`src/rtl/wb_port_arbiter.sv`:
```
// Register-file write-port arbiter: pipeline write-back always wins, crypto result bursts fill free cycles.
// Optional starvation guard (starve counter + FORCE stall state) enabled by defining WB_STARVE_GUARD_EN.
module wb_port_arbiter #(
    parameter int unsigned STARVE_LIMIT = 4
) (
    input  logic        clk_in,
    input  logic        rst_in,
    input  logic        wb_reg_wr_in,
    input  logic [3:0]  wb_addr_in,
    input  logic [15:0] wb_data_in,
    input  logic        cx_req_in,
    input  logic [3:0]  cx_base_addr_in,
    input  logic [2:0]  cx_len_in,
    input  logic [15:0] cx_data_in,
    output logic        cx_pop_out,
    output logic        cx_done_out,
    output logic        rf_wr_en_out,
    output logic [3:0]  rf_wr_addr_out,
    output logic [15:0] rf_wr_data_out,
    output logic        stall_out,
    output logic        busy_out,
    output logic [1:0]  state_dbg_out
);

    typedef enum logic [1:0] {
        ST_IDLE  = 2'd0,
`ifdef WB_STARVE_GUARD_EN
        ST_FORCE = 2'd2,
`endif
        ST_XFER  = 2'd1
    } state_t;

    state_t      state_q, state_d;
    logic [3:0]  base_q, base_d;
    logic [2:0]  len_q, len_d;
    logic [2:0]  idx_q, idx_d;
    logic        rf_wr_en_q, rf_wr_en_d;
    logic [3:0]  rf_wr_addr_q, rf_wr_addr_d;
    logic [15:0] rf_wr_data_q, rf_wr_data_d;
    logic        pop;
    logic        last;

`ifdef WB_STARVE_GUARD_EN
    localparam logic [3:0] STARVE_LIM_C = 4'(STARVE_LIMIT);
    logic [3:0]  starve_q, starve_d;
`endif

    // Handshake: cx_data_in is valid throughout a burst; cx_pop_out is the ready/consume
    // strobe, high in any cycle the write port is free while a burst is active.
    always_comb begin
        state_d      = state_q;
        base_d       = base_q;
        len_d        = len_q;
        idx_d        = idx_q;
        rf_wr_en_d   = 1'b0;
        rf_wr_addr_d = rf_wr_addr_q;
        rf_wr_data_d = rf_wr_data_q;
`ifdef WB_STARVE_GUARD_EN
        starve_d     = starve_q;
`endif
        pop  = (state_q != ST_IDLE) && !wb_reg_wr_in;
        last = pop && (idx_q == (len_q - 3'd1));

        if (wb_reg_wr_in) begin
            rf_wr_en_d   = 1'b1;
            rf_wr_addr_d = wb_addr_in;
            rf_wr_data_d = wb_data_in;
        end else if (pop) begin
            rf_wr_en_d   = 1'b1;
            rf_wr_addr_d = base_q + {1'b0, idx_q};
            rf_wr_data_d = cx_data_in;
        end

        if (pop) begin
            idx_d = idx_q + 3'd1;
        end

        case (state_q)
            ST_IDLE: begin
                if (cx_req_in && (cx_len_in != 3'd0)) begin
                    state_d = ST_XFER;
                    base_d  = cx_base_addr_in;
                    len_d   = (cx_len_in > 3'd4) ? 3'd4 : cx_len_in;
                    idx_d   = 3'd0;
                end
            end
            ST_XFER: begin
                if (last) begin
                    state_d = ST_IDLE;
                end
`ifdef WB_STARVE_GUARD_EN
                else if (pop) begin
                    starve_d = 4'd0;
                end else begin
                    starve_d = starve_q + 4'd1;
                    if ((starve_q + 4'd1) >= STARVE_LIM_C) begin
                        state_d = ST_FORCE;
                    end
                end
`endif
            end
`ifdef WB_STARVE_GUARD_EN
            ST_FORCE: begin
                if (last) begin
                    state_d = ST_IDLE;
                end
            end
`endif
            default: state_d = ST_IDLE;
        endcase

`ifdef WB_STARVE_GUARD_EN
        if (state_d == ST_IDLE) begin
            starve_d = 4'd0;
        end
`endif
    end

    always_ff @(posedge clk_in or posedge rst_in) begin
        if (rst_in) begin
            state_q      <= ST_IDLE;
            base_q       <= 4'd0;
            len_q        <= 3'd0;
            idx_q        <= 3'd0;
            rf_wr_en_q   <= 1'b0;
            rf_wr_addr_q <= 4'd0;
            rf_wr_data_q <= 16'd0;
        end else begin
            state_q      <= state_d;
            base_q       <= base_d;
            len_q        <= len_d;
            idx_q        <= idx_d;
            rf_wr_en_q   <= rf_wr_en_d;
            rf_wr_addr_q <= rf_wr_addr_d;
            rf_wr_data_q <= rf_wr_data_d;
        end
    end

`ifdef WB_STARVE_GUARD_EN
    always_ff @(posedge clk_in or posedge rst_in) begin
        if (rst_in) begin
            starve_q <= 4'd0;
        end else begin
            starve_q <= starve_d;
        end
    end

    assign stall_out = (state_q == ST_FORCE);
`else
    assign stall_out = 1'b0;
`endif

    assign cx_pop_out     = pop;
    assign cx_done_out    = last;
    assign rf_wr_en_out   = rf_wr_en_q;
    assign rf_wr_addr_out = rf_wr_addr_q;
    assign rf_wr_data_out = rf_wr_data_q;
    assign busy_out       = (state_q != ST_IDLE);
    assign state_dbg_out  = state_q;

endmodule

```
`config.mk`:
```
export PLATFORM = sky130hd
export DESIGN_NAME = wb_port_arbiter
export DESIGN_NICKNAME = d
export VERILOG_FILES = /design/src/rtl/wb_port_arbiter.sv
export SDC_FILE = /design/constraint.sdc
export NUM_CORES = 1
export LEC_CHECK = 0
export ABC_AREA = 1
export CELL_PAD_IN_SITES_DETAIL_PLACEMENT = 0
export CELL_PAD_IN_SITES_GLOBAL_PLACEMENT = 1
export CORE_AREA = 3 3 69 87
export DETAILED_ROUTE_END_ITERATION = 12
export DIE_AREA = 0 0 72 90
export PLACE_DENSITY_LB_ADDON = 0.1
export SLEW_MARGIN = 20
export SYNTH_ARGS = -nofsm -noshare
export SYNTH_HDL_FRONTEND = slang
export SYNTH_SLANG_ARGS = --single-unit
```
`constraint.sdc`:
```
create_clock -name clk_in -period 3.76 [get_ports clk_in]
set_input_delay 1.128 -clock clk_in [delete_from_list [all_inputs] [get_ports clk_in]]
set_output_delay 1.128 -clock clk_in [all_outputs]
set_load 0.005 [all_outputs]
```
==> qor.yml, run 1 <==
core_um2: 5190
synth_ff_type: "dfrtp_1"
netlist_area_um2: 1590
p_int_w: 0.000893
status: "finished clean"
setup-tns-final_ns: 0
ctsHoldBuffers: 0
num-fill-cells: 518
hold_end: "len_q[1]"
start_util_pct: 30.7
grt_max_degree: 33
p_switching_w: 0.000497
place_congestion: 0.706
synth_compound_area_share_pct: 3.77
p_clk_share_pct: 18.9
p_leak_nw: 1.17
hpwl_mm: 3.01
cts-root-buf: "clkbuf_8"
synth_top_family_by_area: "simple AND/OR/NAND/NOR gates"
nets: 325
fp.dieH_um: 90
grt_pass1_vias: 1545
cp_slowest_cell: "clkdlybuf4s50_1"
timing.rr.start: "idx_q[0]"
clock_latency_ns: 0.28
clkSlewWorstSetupHoldPaths_ns: 0.07
num_vias: 1452
dr.pass1.iters: 4
cts_sinks: 32
critPathArrivalTime_ns: 2.24
drtAntennaViolNets: 0
drv_slew: 0
r2r_slack_ns: 2.37
io_pins: 74
setup_viol: 0
track_usage_pct: 14.2
ys_seq_elements: 32
antenna_found_initial: 0
async_flop_share_pct: 100
yosysSeqAreaShare_pct: 50.2
grt_pass1_wl_mm: 7.31
clock_skew_ns: 0.00466
regArea_um2: 801
cp.required_ns: 2.63
hp-class: "flip-flop to flip-flop"
htreeDepth: 2
drive_above_1_share_pct: 6.23
die_w_um: 72
cts_tree: "done"
fin_cells: 335
timing_worst_setup_path_type: "input pin to primary output"
wl_mm: 4.18
critPathBufInv: 3
synth_xor_area_share_pct: 1.65
ir_drop_uv: 267
die-area_um2: 6480
switching_share_pct: 35.8
r2r-end: "rf_wr_addr_out[1]"
max_freq_mhz: 297
cpLargestDelayFamily: "buffers and inverters"
post-route-min-period_ns: 3.36
synth_edf_count: 0
rows: 29
wire_per_inst_um: 12.5
hold_path_depth: 2
netlist_instances: 198
rr_worst_depth: 4
num_antenna_cells: 0
path_cells: "dlymetal6s2s_1, nor2_4, buf_4, clkdlybuf4s50_1"
dp.cells: 327
clockBufferDepth: 2
cp-start-kind: "input pin"
yosys_warnings: 0
multi_input_area_um2: 666
io_buffers: 71
final_hold_viol_count: 0
drtIter0Drc: 47
synth-simple-area-share_pct: 30.7
cpPeakStageDelay_ns: 0.55
vias_per_cell: 4.33
p_seq_share_pct: 37.8
cap_violations: 0
avgSynthCellArea_um2: 8.05
area_delta_synth_final_pct: 53.7
rsz0062_at_grt: "no"
combPwrFrac_pct: 43.4
cts_buffers: 5
crit_path_end_kind: "primary output"
synth_fa_ha_area_share_pct: 5.18
fin_crit_sh_pct: 89.4
synth.distinct_cells: 25
drc: 0
synthMuxAreaShare_pct: 0
min_from: "len_q[1]"
p_per_area_nw_per_um2: 567
crit_fanout: 24
gr-total-overflow: 0
[metrics by stage]
| stage | total power [W] | utilization [%] | hold WS, ns | cell area [um^2] | setup slack [ns] |
|---|---|---|---|---|---|
| finish | 0.00139 | 47.2 | 0.489 | 2450 | 0.397 |
| global route | 0.00153 | 47.2 | 0.518 | 2450 | 0.333 |
| CTS | 0.00142 | 47.2 | 0.497 | 2450 | 0.0464 |
| detailed placement | 0.00115 | 45.5 | 0.475 | 2360 | 0.0508 |
| global placement | 0.00114 | 45.5 | 0.475 | 2360 | 0.0678 |
| floorplan | 0.000889 | - | 0.453 | 1600 | 1.04 |
[tightest hold or removal path: cells and delay by family, from the launching register on]
kind               cells  cell delay (ns)
AOI/OAI and AO/OA      1             0.06
DFF                    1             0.34
and+or+nand+nor        1             0.05
[Yosys cell counts (2+ instances only)]
master / n / share of area (%)
dfrtp_1: 32 / 50
ha_1: 5 / 3.9
buf_2: 3 / 0.94
nor2_1: 4 / 0.94
o21ai_0: 3 / 0.94
a21oi_1: 2 / 0.63
buf_4: 5 / 2.4
a22oi_1: 2 / 0.94
xor2_1: 2 / 1.1
nand3_1: 23 / 7.2
inv_1: 18 / 4.2
inv_2: 2 / 0.47
nand2_1: 85 / 20
[what timing repair did]
item                                    4_1_cts  5_1_grt
gates resized for setup                       0        1
setup buffers                                 0        0
endpoints found under the setup margin        0        2
[cells by family after synthesis]
| kind of cell | count (synthesis) |
|---|---|
| compound gates | 10 |
| other cells | 1 |
| flops | 32 |
| fa+ha+maj | 6 |
| buf+inv | 29 |
| simple gates | 117 |
| xor+xnor | 3 |
[routing by layer]
| metal | GRT usage, % | share of wire (%) |
|---|---|---|
| met5 | 0 | 0 |
| met4 | 5.17 | 1.6 |
| met3 | 4.02 | 7.0 |
| met2 | 24.0 | 49 |
| met1 | 16.8 | 42 |
[power by group through the flow]
stage / combinational, W / sequential, W / clock [W]
after floorplan: 0.000365 / 0.000524 / 0
after global placement: 0.000613 / 0.000532 / 0
after detailed placement: 0.000616 / 0.000534 / 0
after CTS: 0.000621 / 0.000527 / 0.000276
after global routing: 0.000699 / 0.000544 / 0.000289
final: 0.000603 / 0.000525 / 0.000262
[how the worst max path moves through the flow]
stage                       from           to  slack [ns]  cells past startpoint
finish              wb_reg_wr_in   cx_pop_out        0.40                      4
floorplan           wb_reg_wr_in  cx_done_out        1.04                      4
CTS                 wb_reg_wr_in   cx_pop_out        0.05                      4
detailed placement  wb_reg_wr_in   cx_pop_out        0.05                      4
global route        wb_reg_wr_in  cx_done_out        0.33                      6
global placement    wb_reg_wr_in   cx_pop_out        0.07                      4
[sequential cells by signal, indices dropped and copies added (netlist names)]
name,cells
idx_q,3
rf_wr_en_out,1
rf_wr_addr_out,4
state_dbg_out,1
len_q,3
base_q,4
rf_wr_data_out,16
[placed cells by master, fill, tap and decap left out, drive strengths merged]
master	count
o211ai	1
xor2	2
ha	5
clkdlybuf4s50	70
a21boi	1
dlymetal6s2s	1
inv	20
xnor2	1
nand2	85
dfrtp	32
nor2	5
conb	2
a22oi	2
or2	1
fa	1
clkbuf	5
nand4	1
and2	1
o21ai	4
buf	4
a21oi	2
clkinv	3
nand3	24
[cell type report]
cell class	instances	share of cell area [%]
multi-input combinational	138	27.2
inverter	20	3.06
clock buffer	5	2.81
sequential	32	32.7
timing repair buffer	75	30.3
clock inverter	3	0.766
tap	62	3.17
(Power assumes the default switching activity.)
==> run 2, diff against run 1 <==
Settings changed: HOLD_SLACK_MARGIN from default to 0.02, PLACE_DENSITY from default to 0.85, PLACE_DENSITY_LB_ADDON 0.1 to default.
==> run 2 against run 1 <==
Against the previous run: critical path depth unchanged; count of clock-buffer cells in the layout increased by 2; first-iteration DRC count grew 53%; via count is 3.0% higher; cell area grew 1.7%; sequential power grew 1%.
==> qor.yml, run 2 (same netlist as run 1, synthesis figures left out) <==
wl_mm: 4.05
fin_crit_sh_pct: 89.5
rows: 29
drtAntennaViolNets: 0
core_um2: 5190
clockBufferDepth: 2
htreeDepth: 2
num_antenna_cells: 0
fin_area_um2: 2490
ir_drop_uv: 341
final_hold_viol_count: 0
track_usage_pct: 13.8
cp_slowest_cell: "clkdlybuf4s50_1"
cpPeakStageDelay_ns: 0.56
final_cell_mix: "nand2_1, clkdlybuf4s50_1, dfrtp_1, nand3_1, inv_1"
cap_violations: 0
clkSlewWorstSetupHoldPaths_ns: 0.06
drive_above_1_share_pct: 6.59
path_cells: "dlymetal6s2s_1, nor2_4, buf_4, clkdlybuf4s50_1"
grt_pass1_wl_mm: 7.20
p_leak_nw: 1.19
grt_max_degree: 33
die-area_um2: 6480
io_buffers: 71
timing.rr.start: "state_dbg_out[0]"
cts_buffers: 5
cts-root-buf: "clkbuf_8"
cp-start-kind: "input pin"
crit_path_end_kind: "primary output"
vias_per_cell: 4.47
slew-limit-headroom_pct: 59.7
num_vias: 1496
num-fill-cells: 531
ctsHoldBuffers: 0
layout_commonest_cell: "nand2_1"
setup_viol: 0
start_util_pct: 30.7
drv_slew: 0
clock_latency_ns: 0.28
dr.pass1.iters: 4
cts_tree: "done"
grt_pass1_vias: 1640
gr-total-overflow: 0
status: "finished clean"
cp.required_ns: 2.63
placed_area_um2: 2360
cts_resized: 0
setup-tns-final_ns: 0
rsz0062_at_grt: "no"
hp-class: "flip-flop to flip-flop"
nets: 325
hpwl_mm: 2.98
antenna_found_initial: 0
worst_pin_slew_ns: 0.602
io_pins: 74
drtIter0Drc: 72
die_w_um: 72
critPathLaunch: "wb_reg_wr_in"
area_delta_synth_final_pct: 56.3
p_per_area_nw_per_um2: 603
wire_per_inst_um: 12.1
critPathArrivalTime_ns: 2.24
place_congestion: 0.712
clock_skew_ns: 0.00464
min_from: "len_q[1]"
crit_fanout: 24
fin_util_pct: 48.0
largest_reg_flops: 16
cts_sinks: 32
post-route-min-period_ns: 3.36
drc: 0
max_freq_mhz: 297
timing_worst_setup_path_type: "input pin to primary output"
cts_post_setup_buffers_inserted: 0
fp.dieH_um: 90
## run 2: cell types whose count changed in the layout (fill, tap and decap cells not counted), sizes merged
cell,change
clkbuf,+2
bufinv,+1
clkinv,-3
## run 2: path summary, 6_finish.rpt
check / end / slack [ns] / cells past startpoint
worst max-delay path: cx_pop_out / 0.40 / 4
worst min-delay path: len_q[1] / 0.48 / 2
worst max register to register: rf_wr_data_out[11] / 2.29 / 4
worst min register to register: len_q[1] / 0.48 / 2
max in group asynchronous: idx_q[1] / 2.23 / 3
min in group asynchronous: rf_wr_data_out[15] / 1.23 / 3
## run 2: power breakdown
part	switching, W	internal [W]
registers	0.0000794	0.000451
logic	0.000297	0.000316
clock network	0.000126	0.000234
## run 2: worst max-delay path, delay by kind of cell
family / cells / cell delay, ns
buf+inv: 3 / 0.98
simple gates: 1 / 0.11
## run 2: routing by layer
metal  track usage [%]  routed length [um]  part of all wire (%)
met1              16.7                1770                    44
met2              22.9                1960                    48
met3              3.68                 262                   6.5
met4              5.49                  63                   1.6
met5                 0                   0                     0
## run 2: area by class of cell
type / instances / area [um^2] / area share, %
Clock buffer: 7 / 96.3 / 3.87
Clock inverter: 1 / 30.0 / 1.21
Inverter: 20 / 75.1 / 3.01
Multi-Input combinational cell: 138 / 668 / 26.8
Sequential cell: 32 / 801 / 32.1
Tap cell: 62 / 77.6 / 3.11
Timing Repair Buffer: 75 / 743 / 29.8
## run 2: metrics by stage
| step | setup WS, ns | instances | hold WS, ns | power (W) |
|---|---|---|---|---|
| 2_1_floorplan | 1.04 | 199 | 0.453 | 0.000889 |
| 3_3_place_gp | 0.0885 | 327 | 0.469 | 0.00114 |
| 3_5_place_dp | 0.0614 | 327 | 0.473 | 0.00115 |
| 4_1_cts | 0.0686 | 335 | 0.490 | 0.00152 |
| 5_1_grt | 0.320 | 335 | 0.532 | 0.00165 |
| 6_report | 0.396 | 335 | 0.485 | 0.00150 |
==> run 3, diff against run 2 <==
Settings changed: CORE_AREA 3 3 69 87 to 3 3 72 91, CTS_CLUSTER_SIZE from default to 20, DIE_AREA 0 0 72 90 to 0 0 75 94, PLACE_DENSITY 0.85 to 0.79.
Clock period 3.76 ns to 3.17 ns, I/O delays scaled along.
==> run 3 against run 2 <==
Against the previous run: sequential share of layout area up 0.097 points; global-route usage down 1.6 points; setup slack worse by 0.14 ns; critical path type unchanged; critical endpoint unchanged; largest cell class unchanged.
==> qor.yml, run 3 (same netlist as run 1, synthesis figures left out) <==
largest_reg_flops: 16
hpwl_mm: 2.87
cp_slowest_cell: "clkdlybuf4s50_1"
vias_per_cell: 4.27
p_int_w: 0.00114
placed_area_um2: 2370
gr-total-overflow: 0
final_hold_viol_count: 0
status: "finished clean"
drtAntennaViolNets: 0
regArea_um2: 801
cts_sinks: 32
track_usage_pct: 12.2
crit_path_end_kind: "primary output"
hp-class: "flip-flop to flip-flop"
cts_tree: "done"
setup-tns-final_ns: 0
drive_above_1_share_pct: 6.57
fin_util_pct: 43.0
drtIter0Drc: 54
crit_fanout: 2
dp.cells: 332
ir_drop_uv: 326
drv_slew: 0
grt_pass1_wl_mm: 6.52
antenna_found_initial: 0
cap_violations: 0
combPwrFrac_pct: 41.6
setup_viol: 0
layout_commonest_cell: "nand2_1"
cts_buffers: 5
p_switching_w: 0.000586
p_per_area_nw_per_um2: 696
max_freq_mhz: 343
cts-root-buf: "clkbuf_8"
num-fill-cells: 590
switching_share_pct: 33.9
clock_skew_ns: 0.00264
grt_max_degree: 33
grt_pass1_vias: 1486
htreeDepth: 2
num_vias: 1451
ctsHoldBuffers: 0
p_clk_share_pct: 22.3
cpLargestDelayFamily: "buffers and inverters"
dr.pass1.iters: 4
cp-start-kind: "input pin"
num_antenna_cells: 0
setup_ws_ns: 0.256
path_cells: "dlygate4sd2_1, nor2_4, buf_4, clkdlybuf4s50_1"
rows: 31
nets: 326
fin_area_um2: 2480
fp.dieH_um: 94
multi_input_area_um2: 668
core_um2: 5780
clock_latency_ns: 0.28
io_pins: 74
io_buffers: 71
die_w_um: 75
wl_mm: 3.95
fin_cells: 340
critPathBufInv: 3
area_delta_synth_final_pct: 55.8
critPathArrivalTime_ns: 1.96
post-route-min-period_ns: 2.91
final_cell_mix: "nand2_1, clkdlybuf4s50_1, dfrtp_1, nand3_1, inv_1"
place_ws_ns: -0.148
cpPeakStageDelay_ns: 0.52
p_leak_nw: 1.19
wire_per_inst_um: 11.6
fin_crit_sh_pct: 91.9
cp.required_ns: 2.22
die-area_um2: 7050
clockBufferDepth: 2
clkSlewWorstSetupHoldPaths_ns: 0.07
drc: 0
place_congestion: 0.712
rsz0062_at_grt: "no"
timing_worst_setup_path_type: "input pin to primary output"
p_seq_share_pct: 36.1
start_util_pct: 27.6
run 3: power by group through the flow:
stage | Combinational (W) | Clock (W) | Sequential, W
after floorplan | 0.000433 | 0 | 0.000621
after global placement | 0.000724 | 0 | 0.000630
after detailed placement | 0.000727 | 0 | 0.000634
after CTS | 0.000733 | 0.000403 | 0.000627
after global routing | 0.000845 | 0.000421 | 0.000643
final | 0.000719 | 0.000385 | 0.000625
run 3: final cells by class:
type	count	area share, %
clock buffers	6	2.92
clock inverters	2	1.41
inverters	20	3.02
multi-input cells	138	26.9
flip-flops and latches	32	32.2
well taps	66	3.32
repair buffers	76	30.2
run 3: routing by layer:
layer  wire length [um]  share of wire, %  vias up  track usage (%)
met5                  0                 0        -                0
met2               1940                49       45             20.5
met1               1700                43      642             13.8
met4                 61               1.5        0             5.79
met3                249               6.3        4             3.64
li1                   -                 -      760                -
run 3: what timing repair did:
action / in CTS / in global routing
gates cloned: 0 / 0
resized for setup: 1 / 2
pin swaps: 0 / 1
setup endpoints to repair: 1 / 1
setup buffers: 0 / 0
run 3: stage by stage:
step / power (W) / hold slack (ns)
floorplan: 0.00105 / 0.453
global placement: 0.00135 / 0.469
detailed placement: 0.00136 / 0.474
CTS: 0.00176 / 0.491
global route: 0.00191 / 0.527
finish: 0.00173 / 0.486
run 3: final timing paths:
check,from,end,slack [ns],depth (start not counted)
setup reg to reg,state_dbg_out[0],idx_q[2],1.79,7
min in group asynchronous,rst_in,rf_wr_addr_out[2],1.07,3
hold reg to reg,base_q[2],base_q[2],0.49,2
hold / removal,base_q[2],base_q[2],0.49,2
max in group asynchronous,rst_in,rf_wr_data_out[1],1.81,3
setup / recovery,wb_reg_wr_in,cx_pop_out,0.26,4
run 3: worst reg2reg max path: stages, from the launching register on:
cell	delay, ns
dfrtp_1	0.44
inv_2	0.09
nor2_4	0.09
buf_4	0.11
buf_4	0.26
nand2_1	0.10
xor2_1	0.13
nor2_1	0.05
